$ cat src/rtl/data_encoder_decoder_unit.sv
// Word <-> byte bridge between word-wide memory traffic and a byte-wide UART.
// TX splits a WORD_SIZE word into N UART bytes (LSB first) and handshakes each
// byte with the UART transmitter; RX reassembles N received bytes into a word.
// The two directions share nothing but clock and reset.
module data_encoder_decoder_unit #(
  parameter int WORD_SIZE  = 24,
  parameter int UART_WIDTH = 8
) (
  input  logic                  clk,
  input  logic                  rstN,
  // memory side
  input  logic [WORD_SIZE-1:0]  dataFromMem,
  input  logic                  txStart,
  output logic                  txReady,
  output logic [WORD_SIZE-1:0]  dataToMem,
  output logic                  rxDone,
  output logic                  new_rx_data_indicate,
  // UART side
  input  logic                  txByteReady,
  output logic                  txByteStart,
  output logic [UART_WIDTH-1:0] byteForTx,
  input  logic                  rxByteReady,
  input  logic                  rx_new_byte_indicate,
  input  logic [UART_WIDTH-1:0] byteFromRx
);

  // bytes per word, rounded up; the last byte carries zero padding if needed
  localparam int N  = WORD_SIZE / UART_WIDTH + ((WORD_SIZE % UART_WIDTH) != 0 ? 1 : 0);
  localparam int NW = N * UART_WIDTH;
  localparam int CW = $clog2(N + 1);
  localparam logic [CW-1:0] LAST = CW'(N - 1);

  typedef enum logic [2:0] {
    IDLE,
    WAIT_RDY,
    START,
    WAIT_BUSY,
    WAIT_DONE
  } tx_state_t;

  // ---------------------------------------------------------------- TX path
  tx_state_t        tx_st, tx_nxt;
  logic [NW-1:0]    tx_word;
  logic [CW-1:0]    tx_cnt;
  logic             tx_load, tx_put, tx_shift, tx_inc;

  // state register
  always_ff @(posedge clk or negedge rstN) begin
    if (!rstN) tx_st <= IDLE;
    else       tx_st <= tx_nxt;
  end

  // next-state and datapath strobes; the UART handshake is ready -> start
  // pulse -> ready low (accepted) -> ready high (byte finished)
  always_comb begin
    tx_nxt   = tx_st;
    tx_load  = 1'b0;
    tx_put   = 1'b0;
    tx_shift = 1'b0;
    tx_inc   = 1'b0;
    case (tx_st)
      IDLE: begin
        if (txStart) begin
          tx_load = 1'b1;
          tx_nxt  = WAIT_RDY;
        end
      end
      WAIT_RDY: begin
        if (txByteReady) begin
          tx_put = 1'b1;
          tx_nxt = START;
        end
      end
      START: tx_nxt = WAIT_BUSY;
      WAIT_BUSY: begin
        if (!txByteReady) tx_nxt = WAIT_DONE;
      end
      WAIT_DONE: begin
        if (txByteReady) begin
          tx_inc = 1'b1;
          if (tx_cnt == LAST) begin
            tx_nxt = IDLE;
          end else begin
            tx_shift = 1'b1;
            tx_nxt   = WAIT_RDY;
          end
        end
      end
      default: tx_nxt = IDLE;
    endcase
  end

  assign txReady     = (tx_st == IDLE);
  assign txByteStart = (tx_st == START);

  // word shifter, byte counter and the byte held for the UART; the presented
  // byte only changes when the next one is loaded so it stays stable while
  // the UART shifts it out
  always_ff @(posedge clk or negedge rstN) begin
    if (!rstN) begin
      tx_word   <= '0;
      tx_cnt    <= '0;
      byteForTx <= '0;
    end else begin
      if (tx_load) begin
        tx_word <= NW'(dataFromMem);
        tx_cnt  <= '0;
      end
      if (tx_shift) tx_word   <= tx_word >> UART_WIDTH;
      if (tx_inc)   tx_cnt    <= tx_cnt + 1'b1;
      if (tx_put)   byteForTx <= tx_word[UART_WIDTH-1:0];
    end
  end

  // ---------------------------------------------------------------- RX path
  logic [NW-1:0]            rx_asm;
  logic [CW-1:0]            rx_cnt;
  logic [NW+UART_WIDTH-1:0] rx_cat;
  logic [NW-1:0]            rx_next;

  // new byte enters at the top and slides down, so after N bytes the first
  // byte received sits in the least-significant position
  assign rx_cat  = {byteFromRx, rx_asm};
  assign rx_next = rx_cat[NW+UART_WIDTH-1:UART_WIDTH];

  // byte assembly, word hand-off and completion flags
  always_ff @(posedge clk or negedge rstN) begin
    if (!rstN) begin
      rx_asm               <= '0;
      rx_cnt               <= '0;
      dataToMem            <= '0;
      rxDone               <= 1'b0;
      new_rx_data_indicate <= 1'b0;
    end else begin
      new_rx_data_indicate <= 1'b0;
      if (rx_new_byte_indicate) begin
        rx_asm <= rx_next;
        if (rx_cnt == LAST) begin
          rx_cnt               <= '0;
          dataToMem            <= rx_next[WORD_SIZE-1:0];
          rxDone               <= 1'b1;
          new_rx_data_indicate <= 1'b1;
        end else begin
          rx_cnt <= rx_cnt + 1'b1;
          rxDone <= 1'b0;
        end
      end
    end
  end

  // receiver-idle level is informational; pad bits of the last byte and the
  // byte shifted out of the bottom of the assembler are dropped
  logic unused_rx;
  assign unused_rx = &{1'b0, rxByteReady, rx_cat[UART_WIDTH-1:0], rx_next};

endmodule

$ cat config.mk
export PLATFORM = sky130hd
export DESIGN_NAME = data_encoder_decoder_unit
export DESIGN_NICKNAME = d
export VERILOG_FILES = /design/src/rtl/data_encoder_decoder_unit.sv
export SDC_FILE = /design/constraint.sdc
export NUM_CORES = 1
export LEC_CHECK = 0
export ABC_AREA = 1
export CORE_ASPECT_RATIO = 1.4
export CORE_MARGIN = 4
export CORE_UTILIZATION = 40
export DETAILED_ROUTE_END_ITERATION = 10
export MAX_ROUTING_LAYER = met4
export PLACE_DENSITY = 0.71
export SYNTH_ARGS = -nofsm -noshare
export SYNTH_HDL_FRONTEND = slang
export SYNTH_SLANG_ARGS = --single-unit
$ cat constraint.sdc
create_clock -name clk -period 2.2 [get_ports clk]
set_clock_uncertainty 0.05 [all_clocks]
set_input_delay 0.44 -clock clk [delete_from_list [all_inputs] [get_ports clk]]
set_output_delay 0.44 -clock clk [all_outputs]
set_load 0.02 [all_outputs]
# Word-level counts from Yosys, hierarchy flattened
# Index checks and enable logic that the tools add are counted.
# totals
register_bits,89
input_bits,38
output_inout_bits,36
elab_cells,47
# classes
add_sub_neg,2
n_eq_ne,10
mux,21
n_reduce_logical,5
# op_table
operator,n
2-to-1 mux 24 bit,2
one-hot mux 3 bit (5 select lines),1
2-to-1 mux 3 bit,4
2-to-1 mux 1 bit,11
"!= test 2 bit, second input constant",4
"equality test 3 x 2 -> 1 bit, second input constant",2
2-to-1 mux 2 bit,3
"adder 2 x 1 -> 2 bit, second input constant",2
"equality test 2 bit, second input constant",2
AND reduction 4 bit,1
nonzero test 2 bit,2
"equality test 3 x 1 -> 1 bit, second input constant",1
"equality test 3 bit, second input constant",1
zero test 3 bit,1
AND reduction 2 bit,1

# Logic depth before layout (Yosys ltp)
# Gate-level depths: netlist of run 1.
# logic_depth
ltp_word,5
depth_mapped,8
depth_no_buf,7

# Worst setup path before layout of run 1
# No wires, ideal clock.
# synth_timing
path_type,register to output
start,reg tx_st[1]
end,out txByteStart
arrival_time_ns,0.882
required_ns,1.710
setup_slack_ns,0.828
path_stages_with_launch,3
n_path_buf,0
cell_sequence,dfrtp_1 -> inv_1 -> nor3_2
# synth_between
elab_chain_cells,1
# synth_rtl
item,line,text
start: declaration,42,"tx_state_t tx_st, tx_nxt;"
start signal: assignment,50,else tx_st <= tx_nxt;
equality test 3 x 2 -> 1 bit,94,assign txByteStart = (tx_st == START);
end: declaration,20,"output logic txByteStart,"
# No other way between the ends.

# Worst setup path after layout of run 1
# layout_timing
start,reg tx_st[0]
end,out txReady
# layout_between
elab_chain_cells,1
# layout_rtl
item,line,text
zero test 3 bit,93,assign txReady = (tx_st == IDLE);
end: declaration,14,"output logic txReady,"
# No other way between the ends.

==> metrics, run 1 <==
Syn. warnings=0; post-synthesis mux area share=0%; nets=477; area leader, netlist=dfrtp_1; Detailed Routing Iterations Pass 1=4; register area share after synthesis=56.6%; row count=40; # port buffers=72; global-route wire length before repair=12.3 mm; Starting Density=41.3%; total negative slack=0 ns; Slew headroom=64.5%; Setup WS post-layout=0.260 ns; clock buffer depth=2; Peak Freq=516 MHz; Root Buffer=clkbuf_16; clock sink total=81; Total GRT Usage=15.6%; GP Congestion=0.782; vias in the first global route=2625; dpl cell area=4370 sq um; largest family of logic cells by synthesized area=simple AND/OR/NAND/NOR gates; compound-cell area share of the yosys netlist=6.71%; Post-DP HPWL=5.16 mm; fraction of layout cells with a size suffix above 1=15.6%; Final ANT Viol Nets=0; Post-Syn Area=3580 sq um; #FFs+latches synth=81; P per Cell Area=1350 nW/um^2; Synth Area per Inst=9.78 sq um; Yosys cell types=23; Worst Max-Slew Pin Slew=0.533 ns; drt wl/cell=13.4 um; Area contributors post-synth=dfrtp_1 57%, nand2_1 11%, nand3_2 9.2%, nand3_1 4.3%, o21ai_0 4.1%; Ports=74; Final min period=1.94 ns; CTS tree=built; status=completed; most common cell after layout, fill and taps aside=nand2_1; CP max stage cell=dfrtp_2; CP required=1.71 ns; simple-gate portion of the synthesized area=28.2%; Worst-Skew Late Latency=0.33 ns; Tcrit/Tclk final=88.2%; core box area=8660 sq um; register area=2030 sq um; htree depth=3; leakage power=2.27 nW; full die area=10500 sq um; Setup Viol. Count Final=0; commonest non-fill, non-tap cells in the layout=106 x nand2_1, 79 x dfrtp_1, 69 x clkdlybuf4s50_1; crit end category=primary output; via count=2653; Setup Fix Bufs, Post-CTS=0; clock-pin slew on the worst setup and hold paths=0.06 ns; CTS resizes=3; xor and xnor area share after synthesis=0%; largest stage delay on the critical path=0.49 ns; final slew viol count=0; DRC marker count from the first detailed-route iteration=269; ant diodes=0; Area Overhead vs Synth=30.8%; CP arrival=1.45 ns; Design Power=6.33 mW; startpoint types=flop; pin count of the biggest net entering global routing=41; design area=4680 sq um; peak supply drop=621 uV; DRC=0; Die Wd=88.0 um; ordered list of cells on the worst path=nor2_8, nand2_4, inv_1, dlygate4sd2_1; final wirelength=7.36 mm; Worst Path Max Fanout=8; # fillers=780; Syn Nets=405; Final Util=54.1%; GR Overflow Total=0; initial antenna violation count=0; Multi-input gate area=1260 sq um; pre-CTS setup slack=0.274 ns; Avg Vias per Cell=4.84; RSZ-0062 raised after global routing=no; Tightest Hold Check Type=in2async; Inserted Clock Buffers=9; cell count after synthesis=366; die height=120 um; Setup CP Type=reg2out; CTS Hold Bufs=0; final hold vios=0; Post-Synth Adder-Cell Area=0.350%; post-synth top area share=56.6%; Max Cap Viol=0
-- power breakdown --
group / switching [mW] / internal [mW] / total, mW
clock network: 0.565 / 0.991 / 1.56
registers: 0.393 / 2.06 / 2.45
logic: 1.27 / 1.04 / 2.32
total: 2.23 / 4.10 / 6.33
-- worst paths after layout --
path / startpoint / end / slack, ns / depth (start not counted)
setup / recovery: tx_st[0] / txReady / 0.26 / 4
hold / removal: rstN / tx_word[16] / 0.04 / 1
setup reg to reg: tx_st[0] / tx_word[14] / 0.70 / 6
hold reg to reg: dataToMem[19] / dataToMem[19] / 0.42 / 2
max in group asynchronous: rstN / rx_asm[17] / 1.48 / 2
min in group clk: dataToMem[19] / dataToMem[19] / 0.42 / 2
-- layout make-up --
class,count,share of cell area [%]
Timing Repair Buffer,79,17.0
Sequential cell,81,43.3
Multi-Input combinational cell,229,26.9
Clock inverter,5,1.71
Tap cell,105,2.81
Clock buffer,11,4.97
Inverter,38,3.21
-- Yosys cell counts --
library cell and n:
inv_2 3, dfrtp_1 81, buf_2 6, inv_1 33, nand3_2 33, nand2_2 1, nand4_1 2, nand2_4 1
ha_1 1, buf_4 5, o21ai_1 17, nand4_2 2, a21oi_1 2, buf_6 2, nor2_8 3, nand2_1 106
inv_8 1, clkinv_1 1, o21ai_0 29, clkbuf_1 3, buf_12 2, nor3_2 1, nand3_1 31
-- worst max-delay path, delay by kind of cell, from the launching register on --
kind	cells	cell delay, ns
buffers and inverters	2	0.37
flip-flops	1	0.49
AND/OR/NAND/NOR	2	0.26
-- state kept, by name, indices dropped and copies added (netlist names) --
register	flops
dataToMem	24
tx_word	24
rx_asm	16
byteForTx	8
tx_st	3
rx_cnt	2
tx_cnt	2
new_rx_data_indicate	1
rxDone	1
-- kinds of logic after synthesis --
group | Yosys count
flops | 81
compound gates | 48
buf+inv | 56
fa+ha+maj | 1
simple gates | 180
-- metrics by stage --
stage	cells	hold WS [ns]
2_1_floorplan	366	0.0944
3_3_place_gp	532	0.395
3_5_place_dp	532	0.409
4_1_cts	548	0.0463
5_1_grt	548	0.0770
6_report	548	0.0360
-- routing by layer --
metal  up-vias  share of wire, %  track usage [%]
li1       1333                 -                -
met1      1232                43             20.1
met2        69                49             22.5
met3        19               5.1             4.40
met4         0               3.2             7.77
met5         -                 0                -
Note: power is estimated with default switching activity, not from simulation.
==> run 2, diff against run 1 <==
==> constraint.sdc (replaced) <==
create_clock -name clk -period 2.2 [get_ports clk]
set_clock_uncertainty 0.05 [all_clocks]
set_input_delay 0.44 -clock clk [delete_from_list [all_inputs] [get_ports clk]]
set_output_delay 0.44 -clock clk [all_outputs]
set_load 0.05 [all_outputs]
==> metrics, run 2 (synthesis results as in run 1) <==
clock-pin slew on the worst setup and hold paths=0.06 ns; htree depth=3; Root Buffer=clkbuf_16; initial antenna violation count=0; Ports=74; Comb pwr share=42.5%; CP arrival=1.51 ns; nets=477; switching share of power=40.8%; status=completed; vias in the first global route=2602; Max Cap Viol=0; largest stage delay on the critical path=0.81 ns; Area Overhead vs Synth=31.8%; crit end category=primary output; RSZ-0062 raised after global routing=no; peak supply drop=868 uV; via count=2619; Starting Density=41.3%; final hold vios=0; die height=120 um; pre-CTS setup slack=0.331 ns; Inserted Clock Buffers=9; P per Cell Area=1520 nW/um^2; core box area=8660 sq um; CP bufs+invs=1; Slew headroom=64.5%; clock buffer depth=2; Detailed Routing Iterations Pass 1=4; ordered list of cells on the worst path=clkdlybuf4s50_1; Setup Fix Bufs, Post-CTS=0; Worst-Skew Late Latency=0.33 ns; Peak Freq=499 MHz; Post-DP HPWL=5.12 mm; DRC=0; worst r2r path cells=6; clock share of power=23.3%; CTS resizes=0; WL met1=3.29 mm; Avg Vias per Cell=4.79; ant diodes=0; Worst Max-Slew Pin Slew=0.531 ns; worst hold slack=0.0292 ns; GR Overflow Total=0; global-route wire length before repair=12.2 mm; total negative slack=0 ns; Tcrit/Tclk final=91.1%; Reg power frac=34.2%; Crit path depth=1; row count=40; Setup Viol. Count Final=0; fin cells=547; CP max stage cell=clkdlybuf4s50_1; pin count of the biggest net entering global routing=42; Design Power=7.17 mW; Final min period=2.00 ns; commonest non-fill, non-tap cells in the layout=106 x nand2_1, 81 x dfrtp_1, 69 x clkdlybuf4s50_1; Setup CP Type=reg2out; Total GRT Usage=15.3%; drt wl/cell=13.4 um; Tightest Hold Check Type=in2async; critical path's top delay family=buffers and inverters; final wirelength=7.31 mm; fraction of layout cells with a size suffix above 1=15.6%; startpoint types=flop; net switching power figure=2.92 mW; max layer used=met4; Met2 Wirelength=3.58 mm; # fillers=782; DRC marker count from the first detailed-route iteration=225; CTS Hold Bufs=0; Largest regs=dataToMem x24, tx_word x24, rx_asm x16; CTS tree=built; clock sink total=81; # port buffers=72; met3 wire len=266 um; GP Congestion=0.797; Worst Path Max Fanout=2; CP required=1.71 ns; dpl cells=532; Die Wd=88.0 um; Final ANT Viol Nets=0; Setup WS post-layout=0.197 ns; most common cell after layout, fill and taps aside=nand2_1; leakage power=2.27 nW; full die area=10500 sq um; Cell Int Power=4.25 mW; final slew viol count=0
## run 2: per-layer routing
metal | global-route usage [%] | vias to the layer above
li1 | - | 1327
met1 | 19.0 | 1230
met2 | 23.3 | 51
met3 | 3.16 | 11
met4 | 7.68 | 0
met5 | - | -
## run 2: cell type report
type	instances	area (sq um)	area share [%]
clock inverters	5	105	2.23
inverters	38	150	3.18
repair buffers	79	816	17.3
clock buffers	10	229	4.85
well taps	105	131	2.78
flip-flops and latches	81	2030	42.9
multi-input cells	229	1260	26.7
## run 2: worst paths after layout
check | startpoint | endpoint | slack, ns
setup / recovery | byteForTx[2] | byteForTx[2] | 0.20
hold / removal | rstN | tx_word[15] | 0.03
setup reg to reg | tx_st[0] | tx_word[14] | 0.62
hold reg to reg | dataToMem[16] | dataToMem[16] | 0.42
max in group asynchronous | rstN | tx_st[0] | 1.45
min in group clk | dataToMem[16] | dataToMem[16] | 0.42
## run 2: power by group through the flow
stage               registers [mW]  logic, mW  clock network [mW]
global route                  2.52       3.29                1.76
CTS                           2.46       3.09                1.69
global placement              2.45       3.02                   0
detailed placement            2.48       3.07                   0
finish                        2.45       3.05                1.67
floorplan                     3.36       1.23                   0
## run 2: stage by stage
| step | instance area, sq um | utilization, % |
|---|---|---|
| floorplan | 3580 | - |
| global placement | 4390 | 50.7 |
| detailed placement | 4390 | 50.7 |
| CTS | 4720 | 54.5 |
| global route | 4720 | 54.5 |
| finish | 4720 | 54.5 |
